--- src/rtl/servo_angle_ramp_if.sv ---
`default_nettype none
// ----------------------------------------------------------------------------
// servo_angle_ramp_if : command handshake and angle output bundle
// Rev 1.0
// ----------------------------------------------------------------------------
interface servo_angle_ramp_if;
  logic       cmd_valid;
  logic [7:0] cmd_angle;
  logic       cmd_ready;
  logic       abort;
  logic [7:0] rotate_angle;
  logic       busy;
  logic       done;

  modport master (
    output cmd_valid, cmd_angle, abort,
    input  cmd_ready, rotate_angle, busy, done
  );

  modport slave (
    input  cmd_valid, cmd_angle, abort,
    output cmd_ready, rotate_angle, busy, done
  );
endinterface
`default_nettype wire

--- src/rtl/servo_angle_ramp.sv ---
`default_nettype none
// ----------------------------------------------------------------------------
// servo_angle_ramp : slews the PWM angle toward a commanded target in steps
// Rev 1.0
// ----------------------------------------------------------------------------
module servo_angle_ramp #(
  parameter int STEP_TICKS = 120_000,
  parameter int STEP_DEG   = 1,
  parameter int MAX_ANGLE  = 179,
  parameter int INIT_ANGLE = 0
) (
  input  logic                 clk,
  input  logic                 rst,
  servo_angle_ramp_if.slave    bus
);

  localparam int                CNT_W     = $clog2(STEP_TICKS);
  localparam logic [CNT_W-1:0]  TICK_LAST = CNT_W'(STEP_TICKS - 1);
  localparam logic [8:0]        STEP9     = 9'(STEP_DEG);
  localparam logic [7:0]        MAX8      = 8'(MAX_ANGLE);
  localparam logic [7:0]        INIT8     = 8'(INIT_ANGLE);

  typedef enum logic [0:0] {S_IDLE = 1'b0, S_MOVE = 1'b1} state_t;

  state_t           state_q, state_d;
  logic [7:0]       angle_q, angle_d;
  logic [7:0]       target_q, target_d;
  logic [CNT_W-1:0] cnt_q, cnt_d;
  logic             busy_q, busy_d;
  logic             done_q, done_d;

  logic [7:0]        cmd_sat;
  logic signed [8:0] diff;
  logic [8:0]        mag;
  logic [8:0]        step;
  logic [7:0]        next_angle;

  always_comb begin
    cmd_sat = (bus.cmd_angle > MAX8) ? MAX8 : bus.cmd_angle;

    // Step is clamped to the remaining distance, so the target is never overshot
    diff       = $signed({1'b0, target_q}) - $signed({1'b0, angle_q});
    mag        = diff[8] ? 9'(-diff) : 9'(diff);
    step       = (mag < STEP9) ? mag : STEP9;
    next_angle = diff[8] ? (angle_q - step[7:0]) : (angle_q + step[7:0]);
  end

  always_comb begin
    state_d  = state_q;
    angle_d  = angle_q;
    target_d = target_q;
    cnt_d    = cnt_q;
    busy_d   = busy_q;
    done_d   = 1'b0;

    case (state_q)
      S_IDLE: begin
        if (bus.cmd_valid) begin
          target_d = cmd_sat;
          if (cmd_sat == angle_q) begin
            done_d = 1'b1;
          end else begin
            state_d = S_MOVE;
            busy_d  = 1'b1;
            cnt_d   = '0;
          end
        end
      end
      S_MOVE: begin
        if (bus.abort) begin
          state_d  = S_IDLE;
          busy_d   = 1'b0;
          cnt_d    = '0;
          target_d = angle_q;
        end else if (cnt_q == TICK_LAST) begin
          cnt_d   = '0;
          angle_d = next_angle;
          if (next_angle == target_q) begin
            state_d = S_IDLE;
            busy_d  = 1'b0;
            done_d  = 1'b1;
          end
        end else begin
          cnt_d = cnt_q + CNT_W'(1);
        end
      end
      default: state_d = S_IDLE;
    endcase
  end

  always_ff @(posedge clk) begin
    if (rst) begin
      state_q  <= S_IDLE;
      angle_q  <= INIT8;
      target_q <= INIT8;
      cnt_q    <= '0;
      busy_q   <= 1'b0;
      done_q   <= 1'b0;
    end else begin
      state_q  <= state_d;
      angle_q  <= angle_d;
      target_q <= target_d;
      cnt_q    <= cnt_d;
      busy_q   <= busy_d;
      done_q   <= done_d;
    end
  end

  assign bus.cmd_ready    = (state_q == S_IDLE);
  assign bus.rotate_angle = angle_q;
  assign bus.busy         = busy_q;
  assign bus.done         = done_q;

endmodule
`default_nettype wire
--- src/flat_wrapper.sv ---
// flat-port wrapper written by rule: the top's interface ports become plain ports
module servo_angle_ramp_flat 
#(
  parameter int STEP_TICKS = 120_000,
  parameter int STEP_DEG   = 1,
  parameter int MAX_ANGLE  = 179,
  parameter int INIT_ANGLE = 0
)
  (clk, rst, bus_cmd_valid, bus_cmd_angle, bus_abort, bus_cmd_ready, bus_rotate_angle, bus_busy, bus_done);
  servo_angle_ramp_if bus_i ();
  input  logic clk;
  input  logic rst;
  input wire logic [$bits(bus_i.cmd_valid)-1:0] bus_cmd_valid;
  input wire logic [$bits(bus_i.cmd_angle)-1:0] bus_cmd_angle;
  input wire logic [$bits(bus_i.abort)-1:0] bus_abort;
  output wire logic [$bits(bus_i.cmd_ready)-1:0] bus_cmd_ready;
  output wire logic [$bits(bus_i.rotate_angle)-1:0] bus_rotate_angle;
  output wire logic [$bits(bus_i.busy)-1:0] bus_busy;
  output wire logic [$bits(bus_i.done)-1:0] bus_done;
  assign bus_i.cmd_valid = bus_cmd_valid;
  assign bus_i.cmd_angle = bus_cmd_angle;
  assign bus_i.abort = bus_abort;
  assign bus_cmd_ready = bus_i.cmd_ready;
  assign bus_rotate_angle = bus_i.rotate_angle;
  assign bus_busy = bus_i.busy;
  assign bus_done = bus_i.done;
  servo_angle_ramp #(.STEP_TICKS(STEP_TICKS), .STEP_DEG(STEP_DEG), .MAX_ANGLE(MAX_ANGLE), .INIT_ANGLE(INIT_ANGLE)) u_core (.clk(clk), .rst(rst), .bus(bus_i));
endmodule
--- config.mk ---
export PLATFORM = sky130hd
export DESIGN_NAME = servo_angle_ramp_flat
export DESIGN_NICKNAME = d
export VERILOG_FILES = /design/src/rtl/servo_angle_ramp_if.sv /design/src/rtl/servo_angle_ramp.sv /design/src/flat_wrapper.sv
export SDC_FILE = /design/constraint.sdc
export NUM_CORES = 1
export LEC_CHECK = 0
export BUFFER_PORTS_ARGS = -buffer_cell sky130_fd_sc_hd__clkbuf_2
export CORE_UTILIZATION = 45
export DETAILED_ROUTE_END_ITERATION = 8
export GPL_TIMING_DRIVEN = 0
export PLACE_DENSITY_LB_ADDON = 0.1
export SYNTH_ARGS = -nofsm -noshare
export SYNTH_HDL_FRONTEND = slang
export SYNTH_SLANG_ARGS = --single-unit
export TNS_END_PERCENT = 5
--- constraint.sdc ---
create_clock -name clk -period 13.6 [get_ports clk]
set_clock_uncertainty 0.1 [all_clocks]
set_input_delay 0.68 -clock clk [delete_from_list [all_inputs] [get_ports clk]]
set_output_delay 0.68 -clock clk [all_outputs]
set_load 0.03 [all_outputs]
==> run metrics <==
status completed; Total Wirelength 7486 µm; most numerous cell in the Yosys netlist nor2_1; DR WL/cell roughly 15 µm; Seq cells post-synth 36; Num CTS Buffers 5; list of most frequent post-synthesis cells 55 x nor2_1, 36 x dfxtp_1, 33 x a21oi_1, 26 x o21ai_0, 22 x inv_1; post_cts resized 0; clk slew on worst S/H paths approximately 70 ps; Post-synth EDFFs 0; Critical Path RT around 14000 ps; Max Fclk between 150 and 200 MHz; syn_area_per_cell about 7.5 µm²; cells after synthesis approximately 380; CP endpoint kind register; Tightest Hold Check Type register to register; RSZ-0062 raised after global routing false; synthesis-to-finish area growth 9.546%; initial antenna violation count 0; diode count 0; Tot GR Track Use 23.68%; Skew-Pair Late Insertion Delay 280 ps; synth unique cells 54; Hold-fix buffers, CTS 0; Worst Tran Pin Value between 500 and 600 ps; drt drc 0; H-Tree Depth 2; worst r2r src u_core.bus.rotate_angle[6]$_SDFFE_PP0P_; Die X 82.23 µm; RR Endpoint u_core.bus.done$_SDFF_PP0_; PortBufs 21; Initial DRC Count ~130; Row Count 28; vias 2785; WHS Path Cells 2; clk buf depth 2; number of fill cells ~610; worst hold slack roughly 400 ps; pin count of the biggest net entering global routing 11; hold_sp u_core.cnt_q[5]$_SDFFE_PP0P_; maxcap violations 0; sequential share of the synthesized area 24.88%; Post-Synthesis Cell Area 2897 µm²; Pleak between 1 and 1.5 nW; Post-CTS Setup Bufs 0; placed insts 480; Finished Layout Cells roughly 500; Top FF cell, synth dfxtp_1; Final Max Slew Viols 0; CORE AREA roughly 6100 µm²; Slew headroom between 60% and 70%; final period utilization around two fifths; GPL Wtd Cong between 0.8 and 0.9; Final setup viols 0; die height just over 80 µm; Final Hold Vio Count 0; post-route antenna net violation count 0; critical path peak fanout 8; DR pass1 iterations 5; Synth area leaders dfxtp_1 25%, ha_1 7.8%, nor2_1 7.1%; min cycle time layout roughly 5700 ps; PD cells 96.18 nW/µm²; Setup Crit Path Kind register to register; first-pass GRT wire length around 12000 µm; Fin Setup TNS 0 ps; Die ar. about 6800 µm²; worst reg-to-reg path cell count 22; Syn Nets between 400 and 500; peak supply drop between 0.00004 and 0.00005 V; YS warnings 0; Initial Utilization 47.79%; clock root cell clkbuf_8; I/O pin count 23; reg-to-reg setup timing slack between 7000 and 8000 ps; gr ovfl total 0; layout cell share with drive strength beyond 1 9.709%; post-DR vias/cell about 5.7; Worst setup SP type register; DP HPWL 5849 µm; Layout Nets approximately 440; vias in the first global route approximately 2400; asr flop ratio synth 0%; leading area contributor after synthesis dfxtp_1; WHS Endpoint u_core.cnt_q[5]$_SDFFE_PP0P_; clk sinks 36; CTS tree built; Worst EP arrival approximately 5700 ps; Yosys top cell area share roughly 25%
-- cell usage in the layout (no fill, tap or decap), drive strengths merged, types with 10 or more instances in the layout --
master	count
a21oi	33
and3	14
clkbuf	38
dfxtp	36
ha	18
inv	22
nand2	21
nand3	10
nand3b	10
nor2	55
nor3	11
o21ai	27
xnor2	20
-- through the flow --
step           setup WS (ps)  cell area, µm²  util (%)  total power, mW
2_1_floorplan           8646            2897         -           0.2109
3_3_place_gp            8162            3095     51.07           0.2335
3_5_place_dp            8070            3095     51.07           0.2346
4_1_cts                 8018            3173     52.35           0.3059
5_1_grt                 7517            3173     52.35           0.3283
6_report                7934            3173     52.35           0.3052
-- worst max-delay path: stages (launching register included) --
cell	delay, ps
dfxtp_1	510
inv_1	80
ha_1	340
and2_2	230
a221o_1	350
a41oi_2	390
nand2_1	130
o32ai_2	350
o22a_2	200
and3_1	150
ha_1	220
and2_1	160
inv_1	60
ha_1	210
nor2b_1	140
o211ai_1	210
a31oi_1	160
o41ai_1	510
xnor2_1	210
xnor2_1	180
and3_1	200
o21ai_0	310
a21oi_1	130
-- cell families (layout without fill, tap and decap cells) --
group                      Yosys count  after routing  synth area share (%)
AOI/OAI and AO/OA                  105            105                 23.59
xor gates and xnor gates            23             23                 6.955
adders and majority gates           20             20                 9.158
buffers and inverters               35             63                 4.881
DFF                                 36             36                 24.88
muxes                               10             10                 3.542
other                                1              1                0.1295
and+or+nand+nor                    154            154                 26.87
-- how the worst max path moves through the flow --
stage                                                  startpoint                      endpoint  slack, ps
after CTS                 u_core.bus.rotate_angle[6]$_SDFFE_PP0P_  u_core.bus.busy$_SDFFE_PP0P_       8020
final                     u_core.bus.rotate_angle[6]$_SDFFE_PP0P_    u_core.bus.done$_SDFF_PP0_       7930
after global routing      u_core.bus.rotate_angle[4]$_SDFFE_PP0P_  u_core.bus.busy$_SDFFE_PP0P_       7520
after global placement    u_core.bus.rotate_angle[6]$_SDFFE_PP0P_    u_core.bus.done$_SDFF_PP0_       8160
after detailed placement  u_core.bus.rotate_angle[6]$_SDFFE_PP0P_    u_core.bus.done$_SDFF_PP0_       8070
after floorplan           u_core.bus.rotate_angle[5]$_SDFFE_PP0P_    u_core.bus.done$_SDFF_PP0_       8650
-- registers in the layout, indices dropped and copies added (netlist names) --
name / count
u_core.cnt_q: 17
u_core.bus.rotate_angle: 8
u_core.target_q: 8
u_core.bus.busy: 1
u_core.bus.done: 1
u_core.state_q: 1
-- power breakdown --
group / switching, mW / internal, mW / total [mW]
logic: 0.0709 / 0.0512 / 0.122
registers: 0.00373 / 0.108 / 0.112
clock network: 0.0364 / 0.0348 / 0.0712
total: 0.111 / 0.194 / 0.305
-- area by class of cell --
class	instances	area (µm²)	area share, %
inverters	22	82.58	2.603
well taps	75	93.84	2.957
plain buffers	13	58.81	1.853
multi-input cells	313	2034	64.12
clock buffers	6	72.57	2.287
flip-flops and latches	36	720.7	22.71
clock inverters	1	5.005	0.1577
repair buffers	21	105.1	3.312
-- per-layer routing --
layer | vias to the layer above | track usage [%] | routed length, µm | part of all wire, %
met3 | 7 | 3.956 | 369 | 4.9
met2 | 59 | 35.87 | 3159 | 42
li1 | 1430 | - | - | -
met5 | - | 0 | 0 | 0
met4 | 0 | 5.263 | 73 | 0.98
met1 | 1289 | 34.71 | 3884 | 52
(Power assumes the default switching activity.)
